**config.mk**
```make
export PLATFORM = sky130hd
export DESIGN_NAME = wb_multiport_fifo
export DESIGN_NICKNAME = d
export VERILOG_FILES = /design/src/rtl/wb_multiport_fifo.sv
export SDC_FILE = /design/constraint.sdc
export NUM_CORES = 1
export LEC_CHECK = 0
export CORE_MARGIN = 4
export CORE_UTILIZATION = 60
export CTS_CLUSTER_DIAMETER = 100
export CTS_CLUSTER_SIZE = 20
export DETAILED_ROUTE_END_ITERATION = 7
export PLACE_DENSITY_LB_ADDON = 0.05
export SYNTH_ARGS = -nofsm -noshare
export SYNTH_HDL_FRONTEND = slang
export SYNTH_SLANG_ARGS = --single-unit
```
**constraint.sdc**
```tcl
create_clock -name clk -period 5.98 [get_ports clk]
set_input_delay 1.196 -clock clk [delete_from_list [all_inputs] [get_ports clk]]
set_output_delay 1.196 -clock clk [all_outputs]
set_load 0.03 [all_outputs]
```
**src/rtl/wb_multiport_fifo.sv**
```systemverilog
// Multi-port first-word-fall-through FIFO for the WriteBack stage.
// Several functional units push completion records in one cycle; the commit
// side sees the RD_PORTS oldest entries and pops up to rd_pop of them per cycle.
//
// Ports:
//   clk, rst_n      clock, asynchronous active-low reset
//   flush           synchronous clear (pipeline squash), beats write and pop
//   wr_valid/data   per-lane write requests, lane i at [i*DATA_WIDTH +: DATA_WIDTH]
//   wr_ready        all lanes may write this cycle (free >= WR_PORTS)
//   rd_valid/data   oldest RD_PORTS entries, lane 0 oldest, zero when absent
//   rd_pop          number of oldest entries to remove this cycle
//   count, free     occupancy and free slots
//   full, empty, almost_full        status decoded from registered count
//   overflow_err, underflow_err     sticky error flags, cleared only by rst_n
module wb_multiport_fifo #(
    parameter int unsigned DATA_WIDTH   = 32,
    parameter int unsigned FIFO_DEPTH   = 16,
    parameter int unsigned WR_PORTS     = 2,
    parameter int unsigned RD_PORTS     = 2,
    parameter int unsigned AFULL_THRESH = FIFO_DEPTH - WR_PORTS
) (
    input  logic                             clk,
    input  logic                             rst_n,
    input  logic                             flush,
    input  logic [WR_PORTS-1:0]              wr_valid,
    input  logic [WR_PORTS*DATA_WIDTH-1:0]   wr_data,
    output logic                             wr_ready,
    output logic [RD_PORTS-1:0]              rd_valid,
    output logic [RD_PORTS*DATA_WIDTH-1:0]   rd_data,
    input  logic [$clog2(RD_PORTS+1)-1:0]    rd_pop,
    output logic [$clog2(FIFO_DEPTH):0]      count,
    output logic [$clog2(FIFO_DEPTH):0]      free,
    output logic                             full,
    output logic                             empty,
    output logic                             almost_full,
    output logic                             overflow_err,
    output logic                             underflow_err
);

    localparam int unsigned PTR_W  = $clog2(FIFO_DEPTH);
    localparam int unsigned CNT_W  = PTR_W + 1;
    localparam int unsigned POP_W  = $clog2(RD_PORTS + 1);
    localparam int unsigned WCNT_W = $clog2(WR_PORTS + 1);

    logic [PTR_W-1:0]      wr_ptr;
    logic [PTR_W-1:0]      rd_ptr;
    logic [CNT_W-1:0]      count_q;
    logic                  overflow_q;
    logic                  underflow_q;

    logic [DATA_WIDTH-1:0] mem [FIFO_DEPTH];

    // Combinational helpers
    logic [WCNT_W-1:0]     lane_off [WR_PORTS];
    logic [WCNT_W-1:0]     n_wr;
    logic                  wr_accept;
    logic [CNT_W-1:0]      n_wr_acc;
    logic [CNT_W-1:0]      pop_ext;
    logic [CNT_W-1:0]      n_pop;
    logic                  pop_under;
    logic                  wr_over;
    logic [CNT_W-1:0]      count_next;

    // Status decode from registered count only
    always_comb begin
        count       = count_q;
        free        = CNT_W'(FIFO_DEPTH) - count_q;
        full        = (count_q == CNT_W'(FIFO_DEPTH));
        empty       = (count_q == '0);
        almost_full = (count_q >= CNT_W'(AFULL_THRESH));
        wr_ready    = (free >= CNT_W'(WR_PORTS));
    end

    assign overflow_err  = overflow_q;
    assign underflow_err = underflow_q;

    // Compaction: each valid lane's slot offset is the number of valid lanes below it
    always_comb begin
        n_wr = '0;
        for (int i = 0; i < int'(WR_PORTS); i++) begin
            lane_off[i] = n_wr;
            n_wr        = n_wr + WCNT_W'(wr_valid[i]);
        end
    end

    // Acceptance uses pre-pop free, so popping slots are never overwritten
    always_comb begin
        wr_accept  = wr_ready && !flush;
        wr_over    = (|wr_valid) && !wr_ready;
        n_wr_acc   = wr_accept ? CNT_W'(n_wr) : '0;
        pop_ext    = CNT_W'(rd_pop);
        pop_under  = (pop_ext > count_q);
        n_pop      = pop_under ? count_q : pop_ext;
        count_next = count_q + n_wr_acc - n_pop;
    end

    // Pointers, occupancy and sticky error flags
    always_ff @(posedge clk or negedge rst_n) begin
        if (!rst_n) begin
            wr_ptr      <= '0;
            rd_ptr      <= '0;
            count_q     <= '0;
            overflow_q  <= 1'b0;
            underflow_q <= 1'b0;
        end else begin
            if (wr_over) begin
                overflow_q <= 1'b1;
            end
            if (pop_under) begin
                underflow_q <= 1'b1;
            end
            if (flush) begin
                wr_ptr  <= '0;
                rd_ptr  <= '0;
                count_q <= '0;
            end else begin
                wr_ptr  <= wr_ptr + PTR_W'(n_wr_acc);
                rd_ptr  <= rd_ptr + PTR_W'(n_pop);
                count_q <= count_next;
            end
        end
    end

    // Storage is intentionally not reset
    always_ff @(posedge clk) begin
        if (wr_accept) begin
            for (int i = 0; i < int'(WR_PORTS); i++) begin
                if (wr_valid[i]) begin
                    mem[wr_ptr + PTR_W'(lane_off[i])] <= wr_data[i*DATA_WIDTH +: DATA_WIDTH];
                end
            end
        end
    end

    // FWFT read view; absent lanes read as zero so reset shows rd_data=0
    always_comb begin
        rd_valid = '0;
        rd_data  = '0;
        for (int i = 0; i < int'(RD_PORTS); i++) begin
            if (CNT_W'(i) < count_q) begin
                rd_valid[i]                         = 1'b1;
                rd_data[i*DATA_WIDTH +: DATA_WIDTH] = mem[rd_ptr + PTR_W'(i)];
            end
        end
    end

    // POP_W only documents the rd_pop width
    localparam int unsigned POP_W_CHECK = POP_W;

endmodule

```
# [Yosys cells after proc, flatten, opt, wreduce, memory -nomap -nowiden]
# Memories as Yosys holds them, arrays and structs flattened.
# Index checks and enable logic that the tools add are counted.
[totals] wordCells=41 in_bits=71 out_inout_bits=82 mem_count=1 regBits=15 ram_bits=512
[mem_list] name="mem" words=16 word_bits=32 read_ports=2 rd_clocked_by_memory_dff=0 write_ports=2 line_no="51" text="logic [DATA_WIDTH-1:0] mem [FIFO_DEPTH];"
[classes] magnitude_cmp=5 reduce_logical=6 n_eq_ne=1 mux=15 add_sub_neg=8
[ops] cell="32-bit 2-to-1 mux" count=2
[ops] cell="1-bit by 5-bit less-than comparator with 1-bit output (first input constant)" count=2
[ops] cell="5-bit 2-to-1 mux" count=2
[ops] cell="1-bit 2-to-1 mux" count=8
[ops] cell="4-bit 2-to-1 mux" count=2
[ops] cell="5-bit by 2-bit adder with 5-bit output" count=1
[ops] cell="5-bit equality test (second input constant)" count=1
[ops] cell="5-bit by 2-bit greater-or-equal comparator with 1-bit output (second input constant)" count=1
[ops] cell="5-bit by 4-bit greater-or-equal comparator with 1-bit output (second input constant)" count=1
[ops] cell="2-bit by 5-bit greater-than comparator with 1-bit output" count=1
[ops] cell="5-bit zero test" count=1
[ops] cell="5-bit subtractor" count=1
[ops] cell="5-bit subtractor (first input constant)" count=1
[ops] cell="4-bit by 1-bit adder with 4-bit output" count=1
[ops] cell="4-bit by 1-bit adder with 4-bit output (second input constant)" count=1
[ops] cell="4-bit by 2-bit adder with 4-bit output" count=1
[ops] cell="4-bit adder" count=1
[ops] cell="1-bit by 1-bit adder with 2-bit output" count=1
[ops] cell="1-bit logical AND" count=2
[ops] cell="1-bit zero test" count=2
[ops] cell="2-bit 2-to-1 mux" count=1
[ops] cell="2-bit OR reduction" count=1

# [Depth between registers and ports, before layout]
# Gate-level depths: netlist (run 1).
[depth] depth_word=7 depth_mapped=18 depth_no_buf=17

# [Least setup slack after synthesis (run 1)]
# OpenSTA, ideal clock, no wires.
[synth_timing] path_type="register to register" start="register count_q[1], in the netlist count[1]" end="memory mem[9][0] (enable)" n_path_buf=2 slack_ns=0.940 stages_incl_launch_ff=12 t_required_ns=5.514 period_less_slack_ns=5.040 arrival_ns=4.575 setup_time_ns=0.466 cell_sequence="dfrtp_1 > inv_1 > ha_1 > and3_1 > ha_1 > nor3b_1 > o211a_1 > buf_6 > inv_6 > buf_12 > nand4_1 > o21ai_0"
[synth_rtl] item="start, declared" line_no="47" text="logic [CNT_W-1:0] count_q;"
[synth_rtl] item="start signal, assigned" line_no="119" text="count_q <= count_next;"
[synth_rtl] item="end, declared" line_no="51"

# [Final worst setup path (run 1)]
[layout_timing] start="register rd_ptr[0]" end="output port rd_data[35]"
[layout_via] elab_chain_len=3
[layout_lines] item="start, declared" line_no="46" text="logic [PTR_W-1:0] rd_ptr;"
[layout_lines] item="start signal, assigned" line_no="118" text="rd_ptr <= rd_ptr + PTR_W'(n_pop);"
[layout_lines] item="4-bit by 1-bit adder with 4-bit output" line_no="142" text="rd_data[i*DATA_WIDTH +: DATA_WIDTH] = mem[rd_ptr + PTR_W'(i)];"
[layout_lines] item="memory read 16 x 32 bit"
[layout_lines] item="32-bit 2-to-1 mux" line_no="140" text="if (CNT_W'(i) < count_q) begin"
[layout_lines] item="end, declared" line_no="29" text="output logic [RD_PORTS*DATA_WIDTH-1:0] rd_data,"
# Every way passes these cells.

==> impl_metrics.json, run 1 <==
{
  "clock_path_buffers": 3,
  "nFillCells": 3518,
  "p_leak_nw": 10.9,
  "rows": 83,
  "io_pins": 153,
  "drt_iter0_drc": 2155,
  "die_w_um": 237,
  "p_per_area_mw_per_mm2": 449,
  "cts.htree.levels": 1,
  "ir_drop_v": 0.000455,
  "yosysMostFrequentCell": "edfxtp_1",
  "syn_area_per_cell_um2": 16.9,
  "postCtsSetupRepairBufs": 0,
  "grt_antenna_before_repair": 2,
  "synth_edf_count": 512,
  "ys.warnings.count": 0,
  "grt_pass1_wl_um": 134000,
  "rrSetupSlack_ps": 1330,
  "grt.busiest_layer": "met2",
  "die_h_um": 237,
  "rsz0062_at_grt": "no",
  "drc": 0,
  "fmax_mhz": 191,
  "whs_path_depth": 1,
  "muxShareOfSynthArea_pct": 40.9,
  "relSlewSlack_pct": 5.22,
  "critPathLaunchType": "register",
  "hold_end": "overflow_err$_DFFE_PN0P_",
  "hold_path.startpoint": "overflow_err$_DFFE_PN0P_",
  "reg2regPathDepth": 10,
  "synthXorXnorAreaFrac_pct": 0.223,
  "synth.distinct_cells": 58,
  "cts.sink_count": 527,
  "final_nets": 1993,
  "track_usage_pct": 31.8,
  "overflow": 0,
  "dp_hpwl_um": 54100,
  "drt-total-wl_um": 90400,
  "status": "complete, no violations",
  "crit_type": "register to primary output",
  "ant_nets": 0,
  "finalHoldViolCount": 0,
  "endpoint_kind": "primary output",
  "finalNonFillerCells": 2603,
  "firstDrtPassIters": 5,
  "synthSimpleGateAreaFrac_pct": 1.47,
  "worst_pin_slew_ps": 1420,
  "grt_max_degree": 145,
  "yosys_register_bits": 527,
  "synth_fp_nets": 1960,
  "reg2reg_to": "mem[5][28]$_DFFE_PP_",
  "post_cts_resized": 0,
  "p_total_w": 0.0154,
  "grtUsageMet1_pct": 44.4,
  "drv_cap": 0,
  "ys_top_cells_by_count": "512 x edfxtp_1, 475 x mux2_2, 256 x mux4_2, 128 x mux2i_1, 86 x clkbuf_1",
  "fin_crit_sh_pct": 87.4,
  "dieArea_mm2": 0.0562,
  "yosysSeqAreaShare_pct": 50.0,
  "ys.flop_type": "edfxtp_1",
  "cts_tree": "built",
  "io_buffers": 152,
  "cts_root_buf": "clkbuf_16",
  "critical_path.max_fanout": 28,
  "yosysTopAreaCell": "edfxtp_1",
  "yosys.area.top_type_share_pct": 48.8,
  "gp_congestion": 0.848,
  "syn-instance-count": 1864,
  "synthAdderAreaFrac_pct": 1.09,
  "clock_latency_ps": 620,
  "synth_top_family_by_area": "multiplexers",
  "final.setup.tns_ps": 0,
  "slew_violations": 0,
  "drive_gt1_share_pct": 46.1,
  "via_count": 19200,
  "first_global_vias": 19600,
  "routedWlPerCell_um": 34.7,
  "coreArea_mm2": 0.0516,
  "setup_viol": 0,
  "cp_data_required_time_ps": 4780,
  "grt_util_met3_pct": 4.79,
  "dp_cells": 2545,
  "min_period_ps": 5230,
  "synth_area_leaders": "edfxtp_1 49%, mux4_2 18%, mux2_2 17%, mux2i_1 4.1%, o22ai_1 1.3%",
  "rr_startpoint": "count[0]$_DFF_PN0_",
  "avgViaCountPerCell": 7.37,
  "numCtsBuffers": 30,
  "grt_use_met2_pct": 52.1,
  "syn_area_mm2": 0.0315,
  "synth_compound_area_share_pct": 2.55,
  "cts.reportedPaths.clkPinSlew_ps": 90,
  "area_delta_synth_final_pct": 9.26,
  "cp.arrival_ps": 4030,
  "hold_class": "register to register",
  "ctsHoldBuffers": 0,
  "synthArstFlopShare_pct": 2.85,
  "start_util_pct": 61.0,
  "skew_ps": 28.2
}
flip-flops by register name, indices dropped and copies added (netlist names):
signal / cells
mem: 512
wr_ptr: 4
underflow_err: 1
count: 5
overflow_err: 1
rd_ptr: 4
stage by stage:
step                setup WS, ps  hold slack, ps  area, um2  utilization (%)
floorplan                    940             613      31500                -
global placement            1320             458      33500             65.0
detailed placement          1220             473      33500             65.0
CTS                          735             494      34400             66.7
global route                 590             524      34400             66.7
finish                       754             496      34400             66.7
power breakdown:
group	total, W	switching (W)	internal, W
clock network	0.00220	0.00124	0.000960
logic	0.00878	0.00478	0.00400
registers	0.00447	0.000217	0.00425
worst max-delay path by stage:
| stage | from | endpoint | cells past startpoint |
|---|---|---|---|
| 6_report | rd_ptr[0]$_DFF_PN0_ | rd_data[35] | 6 |
| 5_1_grt | rd_ptr[0]$_DFF_PN0_ | rd_data[38] | 6 |
| 4_1_cts | rd_ptr[0]$_DFF_PN0_ | rd_data[35] | 6 |
| 3_5_place_dp | wr_valid[0] | mem[8][10]$_DFFE_PP_ | 8 |
| 3_3_place_gp | wr_valid[0] | mem[8][20]$_DFFE_PP_ | 8 |
| 2_1_floorplan | count[1]$_DFF_PN0_ | mem[9][0]$_DFFE_PP_ | 11 |
kinds of logic after synthesis:
logic type,Yosys count
other cells,1
simple gates,68
mux,896
compound gates,112
buf+inv,227
flops,527
xor+xnor,8
fa+ha+maj,25
metal layers:
| metal | share of wire (%) | wire length (um) |
|---|---|---|
| met5 | 0 | 0 |
| met4 | 4.1 | 3710 |
| met3 | 8.4 | 7550 |
| met2 | 49 | 44100 |
| met1 | 39 | 35000 |
worst max-delay path, stage by stage, from the launching register on:
cell and delay, ps:
dfrtp_4 650, ha_4 800, buf_12 300, mux4_2 520, mux2i_1 190, o22ai_1 240, clkdlybuf4s50_1 690
placed cells by master (no fill, tap or decap), types with 6 or more instances in the layout:
master / instances
buf_12: 6
nor2_1: 9
mux2i_1: 128
nor2b_1: 8
dfrtp_1: 12
o21ai_4: 10
mux2_2: 475
clkbuf_1: 24
mux2_1: 19
o21bai_4: 6
ha_1: 20
xor2_1: 6
buf_4: 50
o22ai_1: 64
mux4_2: 256
inv_1: 19
mux2_4: 18
clkbuf_16: 30
clkdlybuf4s50_1: 152
nand2_1: 6
edfxtp_1: 512
area by class of cell:
cell class	count	area, um2	share of cell area (%)
sequential	527	15800	45.8
multi-input combinational	1110	14800	43.1
timing repair buffer	208	2020	5.86
tap	680	851	2.47
clock buffer	54	841	2.44
inverter	20	80.1	0.233
clock inverter	2	32.5	0.0946
antenna	2	5.00	0.0145
Power figures use the tool's default switching activity.
==> inputs of run 2 (changes only) <==
CTS_CLUSTER_SIZE = 8   (was 20)
SLEW_MARGIN = 40   (was unset)
==> run 2 against run 1 <==
Against the previous run:
- hold slack got worse by 3.8 ps
- global-route usage rose by 0.76 points
- critical path type unchanged
- critical path depth did not move
- fmax rose by 0.20%
- clock power rose by 75%
- utilization rose by 2.6 points
- largest cell class unchanged
- final cell count rose by 1.9%
- design area rose by 3.9%
- sequential power barely moved
- sequential cell count did not move
- register-to-register slack improved by 70 ps
==> impl_metrics.json, run 2 (synthesized netlist as in run 1, its figures left out) <==
{
  "dieArea_mm2": 0.0562,
  "fin_ws_ps": 765,
  "die_h_um": 237,
  "switching_share_pct": 38.3,
  "layout_commonest_cell": "edfxtp_1",
  "critical_path.max_fanout": 28,
  "clock_path_buffers": 3,
  "cts_tree": "built",
  "drc": 0,
  "dpl_worst_slack_ps": 1250,
  "routedWlPerCell_um": 34.7,
  "worst_pin_slew_ps": 894,
  "fmax_mhz": 192,
  "grt_pass1_wl_um": 136000,
  "via_count": 19600,
  "cts.reportedPaths.clkPinSlew_ps": 50,
  "drt-total-wl_um": 92000,
  "grt_antenna_before_repair": 3,
  "setup_viol": 0,
  "avgViaCountPerCell": 7.37,
  "reg2regPathDepth": 10,
  "p_clk_share_pct": 22.5,
  "io_buffers": 152,
  "min_period_ps": 5220,
  "p_leak_nw": 11.5,
  "hold_end": "underflow_err$_DFFE_PN0P_",
  "numCtsBuffers": 75,
  "p_total_w": 0.0171,
  "critPathLaunchType": "register",
  "dp_hpwl_um": 55100,
  "p_comb_share_pct": 51.4,
  "coreArea_mm2": 0.0516,
  "first_global_vias": 20000,
  "ir_drop_v": 0.000448,
  "cpLargestDelayFamily": "buffers and inverters",
  "rrSetupSlack_ps": 1400,
  "p_per_area_mw_per_mm2": 479,
  "overflow": 0,
  "skew_ps": 17.3,
  "critPathBufInv": 2,
  "rr_startpoint": "count[1]$_DFF_PN0_",
  "p_int_w": 0.0106,
  "hold_path.startpoint": "underflow_err$_DFFE_PN0P_",
  "start_util_pct": 61.0,
  "sequentialPowerShare_pct": 26.1,
  "place_area_mm2": 0.0337,
  "path_cells": "ha_4 -> buf_12 -> mux4_2 -> mux2i_1 -> o22ai_1 -> clkdlybuf4s50_1",
  "finish.instance_area_mm2": 0.0358,
  "endpoint_kind": "primary output",
  "drv_cap": 0,
  "ctsHoldBuffers": 0,
  "rsz0062_at_grt": "no",
  "grt_max_degree": 131,
  "status": "complete, no violations",
  "fin_crit_sh_pct": 87.2,
  "post_cts_resized": 0,
  "ant_nets": 0,
  "hold_class": "register to register",
  "reg2reg_to": "mem[1][0]$_DFFE_PP_",
  "io_pins": 153,
  "drive_gt1_share_pct": 47.9,
  "drt_iter0_drc": 2143,
  "gp_congestion": 0.848,
  "crit_type": "register to primary output",
  "crit_slowest_cell": "ha_4",
  "slowest_delay_ps": 790,
  "cp_data_required_time_ps": 4780,
  "slew_violations": 0,
  "clock_latency_ps": 620,
  "layout_common_cells": "512 x edfxtp_1, 475 x mux2_2, 256 x mux4_2",
  "final.setup.tns_ps": 0,
  "firstDrtPassIters": 6,
  "cp.arrival_ps": 4020,
  "cts.htree.levels": 3,
  "finalHoldViolCount": 0,
  "p_switching_w": 0.00656,
  "cts_root_buf": "clkbuf_16",
  "area_delta_synth_final_pct": 13.5,
  "whs_path_depth": 1,
  "largest_reg_flops": 512,
  "final_nets": 2047,
  "track_usage_pct": 32.6,
  "die_w_um": 237,
  "rows": 83,
  "cts.sink_count": 527,
  "relSlewSlack_pct": 40.2,
  "postCtsSetupRepairBufs": 0
}
## run 2: per-stage QoR
stage / util, % / instances / hold WS, ps
2_1_floorplan: - / 1864 / 613
3_3_place_gp: 65.0 / 2545 / 458
3_5_place_dp: 65.2 / 2552 / 477
4_1_cts: 69.2 / 2649 / 489
5_1_grt: 69.3 / 2653 / 522
6_report: 69.3 / 2653 / 492
## run 2: layout make-up
type | instances | area, um2
Fill cell | 3384 | 15900
Sequential cell | 527 | 15800
Multi-Input combinational cell | 1110 | 14800
Timing Repair Buffer | 217 | 2190
Clock buffer | 92 | 1980
Tap cell | 680 | 851
Inverter | 20 | 80.1
Clock inverter | 5 | 58.8
Antenna cell | 2 | 5.00
## run 2: worst max-delay path by stage
stage                              startpoint                     to  slack, ps  depth (start not counted)
after floorplan            count[1]$_DFF_PN0_    mem[9][0]$_DFFE_PP_        940                         11
after global placement            wr_valid[0]   mem[8][20]$_DFFE_PP_       1320                          8
after detailed placement          wr_valid[0]  mem[10][20]$_DFFE_PP_       1250                          9
after CTS                 rd_ptr[0]$_DFF_PN0_            rd_data[35]        740                          6
after global routing      rd_ptr[0]$_DFF_PN0_            rd_data[38]        580                          6
final                     rd_ptr[0]$_DFF_PN0_            rd_data[35]        760                          6
## run 2: routing by layer
layer  track usage, %  routed length [um]  vias up
met5                0                  19        -
li1                 -                   -     7830
met1             44.6               35600    10400
met2             53.2               45100     1154
met3             5.97                8080      217
met4             11.6                3250        2
## run 2: power by group through the flow
stage	clock network [W]	logic, W	registers, W
after detailed placement	0	0.00876	0.00454
final	0.00385	0.00881	0.00448
after floorplan	0	0.00597	0.00443
after global routing	0.00405	0.00920	0.00449
after CTS	0.00388	0.00880	0.00447
after global placement	0	0.00865	0.00453
==> edit 1, RTL diff (flow settings as in run 2) <==
`DATA_WIDTH`: 32 -> 16.
--- a/src/rtl/wb_multiport_fifo.sv
+++ b/src/rtl/wb_multiport_fifo.sv
@@ -15,3 +15,3 @@
 module wb_multiport_fifo #(
-    parameter int unsigned DATA_WIDTH   = 32,
+    parameter int unsigned DATA_WIDTH   = 16,
     parameter int unsigned FIFO_DEPTH   = 16,
Interface: changed (resized rd_data and wr_data); port bits go from 153 to 89. The function was not compared with the original's and may differ.
==> edit 1 against run 2 <==
Sequential cell count shrank 256; maximum frequency up 6.3%; routed wire length shrank 48%; cell area down 46%; clock power shrank 49%; worst hold slack got worse by 0.025 ns; critical path type unchanged; worst setup slack gained 0.31 ns; global-route usage shrank 1.3 points; critical endpoint is now rd_data[21]; total power fell by 47%; via count down 48%; area after synthesis fell by 47%.
==> edit 1: results (changes against run 2) <==
routing:
  m1WireLength_mm: 19.33  # -46%
  drt_iter0_drc: 1323  # -38%
  drtPass1Iterations: 5  # -1
  wl_per_cell_um: 32.72  # -5.6%
  wl_met2_mm: 23.36  # -48%
  wl_met3_mm: 4.163  # -48%
  viasPerCell: 6.957  # -5.7%
synth:
  mappedNetlistNets: 1083  # -45%
  synth_cell_types: 57  # -1.7%
  synth_area_leaders: "edfxtp_1, mux4_2, mux2_2"
  async_reset_ff_frac: 0.05535  # +0.02689
  seq_area_frac_synth: 0.4795  # -0.02068
  synth_commonest_cells: "edfxtp_1, mux2_2, mux4_2"
  synth_edf_count: 256  # -50%
placement:
  place_worst_setup_slack_ns: 1.240  # -0.007220 ns
  gp_congestion: 0.8179  # -3.5%
  placed_area_sq_mm: 0.01823  # -46%
  dp_hpwl_mm: 29.38  # -47%
  numPortBuffers: 88  # -42%
cells_and_area:
  largest_reg_flops: 256  # -50%
  drive_above_1_share: 0.4661  # -0.01283
  fill_cells: 1841  # -46%
  layout.nets: 1151  # -44%
  diodes: 0  # -2
pwr:
  p_leak_nw: 6.494  # -44%
  ir_worst_vdd_mv: 0.2706  # -40%
worst_setup_path:
  critPathSlowestCell: "clkdlybuf4s50_1"
  cp.arrival_ns: 3.71  # -0.31 ns
  regToRegSetupSlack_ns: 1.81  # +0.41 ns
  worst_path_largest_cell_delay_ns: 0.69  # -0.10 ns
  path_max_fanout: 19  # -32%
global_routing:
  grt_max_degree: 73  # -44%
  grt_pass1_wl_mm: 70.64  # -48%
  grt_pass1_vias: 10340  # -48%
  antenna_found_initial: 1  # -2
  grt_use_total: 0.3135  # -0.01250
sta:
  fin_hold_ws_ns: 0.4679  # -0.02455 ns
  slew_headroom: 0.4442  # +0.04249
  finClkSkew_ns: 0.01141  # -0.005871 ns
clock_network:
  numCtsBuffers: 39  # -48%
  insertion_delay_ns: 0.52  # -0.10 ns
  clkTransAtPathRegs_ns: 0.05  # about the same
outcome:
  status: "finished, final reports clean"
## edit 1: path summary, 6_finish.rpt
path	endpoint	depth (start not counted)
max	rd_data[21]	6
min	underflow_err$_DFFE_PN0P_	1
max reg2reg	count[4]$_DFF_PN0_	15
min reg2reg	underflow_err$_DFFE_PN0P_	1
max in group asynchronous	rd_ptr[2]$_DFF_PN0_	1
min in group asynchronous	count[2]$_DFF_PN0_	1
## edit 1: logic make-up (layout without fill, tap and decap cells)
logic type / after synthesis / count (layout) / synth area share
AND/OR/NAND/NOR: 68 / 68 / 0.02895
XOR/XNOR: 8 / 8 / 0.004167
buffers and inverters: 118 / 191 / 0.03735
multiplexers: 448 / 448 / 0.3930
adder cells (fa/ha/maj): 25 / 25 / 0.02039
other: 1 / 1 / 0.0002230
AO/OA/AOI/OAI: 80 / 80 / 0.03639
flip-flops: 271 / 271 / 0.4795
## edit 1: final cells by class
cell class / count / share of cell area
multi-input combinational: 630 / 0.4299
sequential: 271 / 0.4187
timing repair buffer: 125 / 0.06809
clock buffer: 45 / 0.05290
tap: 378 / 0.02453
inverter: 20 / 0.004284
clock inverter: 1 / 0.001558
## edit 1: through the flow
stage,utilization,instances
after global routing,0.6958,1470
after floorplan,-,1019
after detailed placement,0.6580,1424
after global placement,0.6506,1416
after CTS,0.6959,1470
final,0.6958,1470
## edit 1: layer usage
layer	global-route usage	up-vias
li1	-	4274
met1	0.4464	5333
met2	0.5103	526
met3	0.05682	92
met4	0.07725	2
met5	0	-
## edit 1: power breakdown
group | total (mW) | internal [mW] | leakage, nW | switching, mW
registers | 2.32 | 2.20 | 2.50 | 0.119
logic | 4.78 | 2.16 | 3.49 | 2.61
clock network | 1.97 | 1.19 | 0.510 | 0.781
total | 9.07 | 5.55 | 6.49 | 3.51
==> edit 2, RTL diff (settings of run 2) <==
Without the edit above. Register the output `count`; this adds one clock of latency there. The other outputs are not delayed to match. Comments in the files are not updated.
--- a/src/rtl/wb_multiport_fifo.sv
+++ b/src/rtl/wb_multiport_fifo.sv
@@ -44,2 +44,4 @@
 
+    logic [$clog2(FIFO_DEPTH):0] count_d;
+
     logic [PTR_W-1:0]      wr_ptr;
@@ -65,3 +67,3 @@
     always_comb begin
-        count       = count_q;
+        count_d     = count_q;
         free        = CNT_W'(FIFO_DEPTH) - count_q;
@@ -149,2 +151,6 @@
 
+    always_ff @(posedge clk) begin
+        count <= count_d;
+    end
+
 endmodule
Function: changed (a bounded check fails within 4 cycles, from zero or initial values and one cycle with rst_n low).
==> edit 2 against run 2 <==
Worst hold slack got worse by 0.024 ns; cell area rose by 0.54%; total power fell by 0.35%; area after synthesis rose by 0.32%; sequential share of layout area barely moved; utilization rose by 0.23 points; largest cell class unchanged; sequential cell count rose by 5; worst setup slack got worse by 0.20 ns; final cell count rose by 0.19%; highest routed layer unchanged; critical endpoint is now rd_data[37]; routed wire length fell by 2.4%; sequential power rose by 2%; combinational power fell by 2%; synthesized cell count rose by 0.27%.
==> edit 2: results (changes against run 2) <==
clock_network:
  h-tree-depth: 3  # unchanged
  numCtsBuffers: 76  # +1.3%
  cts_sinks: 532  # +0.95%
worst_setup_path:
  worst_path_largest_cell_delay_ns: 0.77  # -0.02 ns
  r2r-start: "count_d[1]$_DFF_PN0_"
  path_max_fanout: 35  # +25%
  r2r-end: "mem[8][27]$_DFFE_PP_"
  regToRegSetupSlack_ns: 1.62  # +0.22 ns
  endpoint: "rd_data[37]"
  cp.arrival_ns: 4.22  # +0.20 ns
synth:
  mappedNetlistNets: 1965  # +0.26%
  async_reset_ff_frac: 0.02820  # -0.0002675
  synth_area_leaders: "edfxtp_1, mux4_2, mux2_2"
  synth_commonest_cells: "edfxtp_1, mux2_2, mux4_2"
  synthesis.area_sq_mm: 0.03159  # +0.32%
  synth_cell_types: 59  # +1.7%
  synth_cells: 1869  # +0.27%
  seq_area_frac_synth: 0.5018  # +0.001584
cells_and_area:
  layout.nets: 2054  # +0.34%
  drive_above_1_share: 0.4787  # about the same
  diodes: 4  # +2
  fin_cells: 2658  # +0.19%
  stdcell_area_sq_mm: 0.03594  # +0.54%
  multiInputGateArea_sq_mm: 0.01483  # +0.10%
  final-clk-cell-share: 0.05744  # +0.0003203
  seq_area_sq_mm: 0.01586  # +0.64%
  buffer_area_frac: 0.06242  # +0.001064
  nNonClkBuffers: 218  # +0.46%
  fill_cells: 3422  # +1.1%
routing:
  num_vias: 19250  # -1.6%
  drt_iter0_drc: 2074  # -3.2%
  drtPass1Iterations: 5  # -1
  wl_per_cell_um: 33.78  # -2.6%
global_routing:
  grt_pass1_vias: 20020  # +0.065%
  antenna_found_initial: 6  # +3
  grt_pass1_wl_mm: 132.6  # -2.4%
  grt_max_degree: 101  # -23%
  grt_use_total: 0.3184  # -0.007665
placement:
  place_worst_setup_slack_ns: 1.210  # -0.03717 ns
  placed_area_sq_mm: 0.03386  # +0.60%
  place_inst: 2559  # +0.27%
  dp_hpwl_mm: 50.98  # -7.5%
  gp_congestion: 0.8453  # -0.29%
sta:
  worst_pin_slew_ns: 0.8653  # -0.02878 ns
  fin_hold_ws_ns: 0.4689  # -0.02354 ns
  worst_slack_ns: 0.5648  # -0.1999 ns
pwr:
  ir_worst_vdd_mv: 0.4360  # -2.8%
  finalPower_mw: 17.08  # -0.35%
  switchingPower_mw: 6.381  # -2.7%
  p_seq_frac: 0.266  # +0.005
outcome:
  status: "finished, final reports clean"
[edit 2: cell count changes in the layout (fill, tap and decap cells not counted), sizes merged]
cell           before  now
diode               2    4
dfxtp               0    5
inv                23   21
clkinv              2    0
bufinv              0    1
clkdlybuf4s50     152  151
buf                65   67
[edit 2: routing by layer]
| layer | up-vias | global-route usage | share of wire |
|---|---|---|---|
| met5 | - | 0 | 0.00041 |
| met4 | 4 | 0.1033 | 0.031 |
| met3 | 203 | 0.06428 | 0.093 |
| met2 | 1024 | 0.5120 | 0.49 |
| met1 | 10160 | 0.4443 | 0.39 |
| li1 | 7861 | - | - |
[edit 2: kinds of logic (layout without fill, tap and decap cells)]
group,count (synthesis),count (layout),share of synthesized area
AOI/OAI and AO/OA,112,112,0.02539
xor gates and xnor gates,8,8,0.002218
adders and majority gates,25,25,0.01085
buffers and inverters,227,332,0.03731
DFF,532,532,0.5018
muxes,896,896,0.4077
other,1,5,0.0001187
and+or+nand+nor,68,68,0.01462
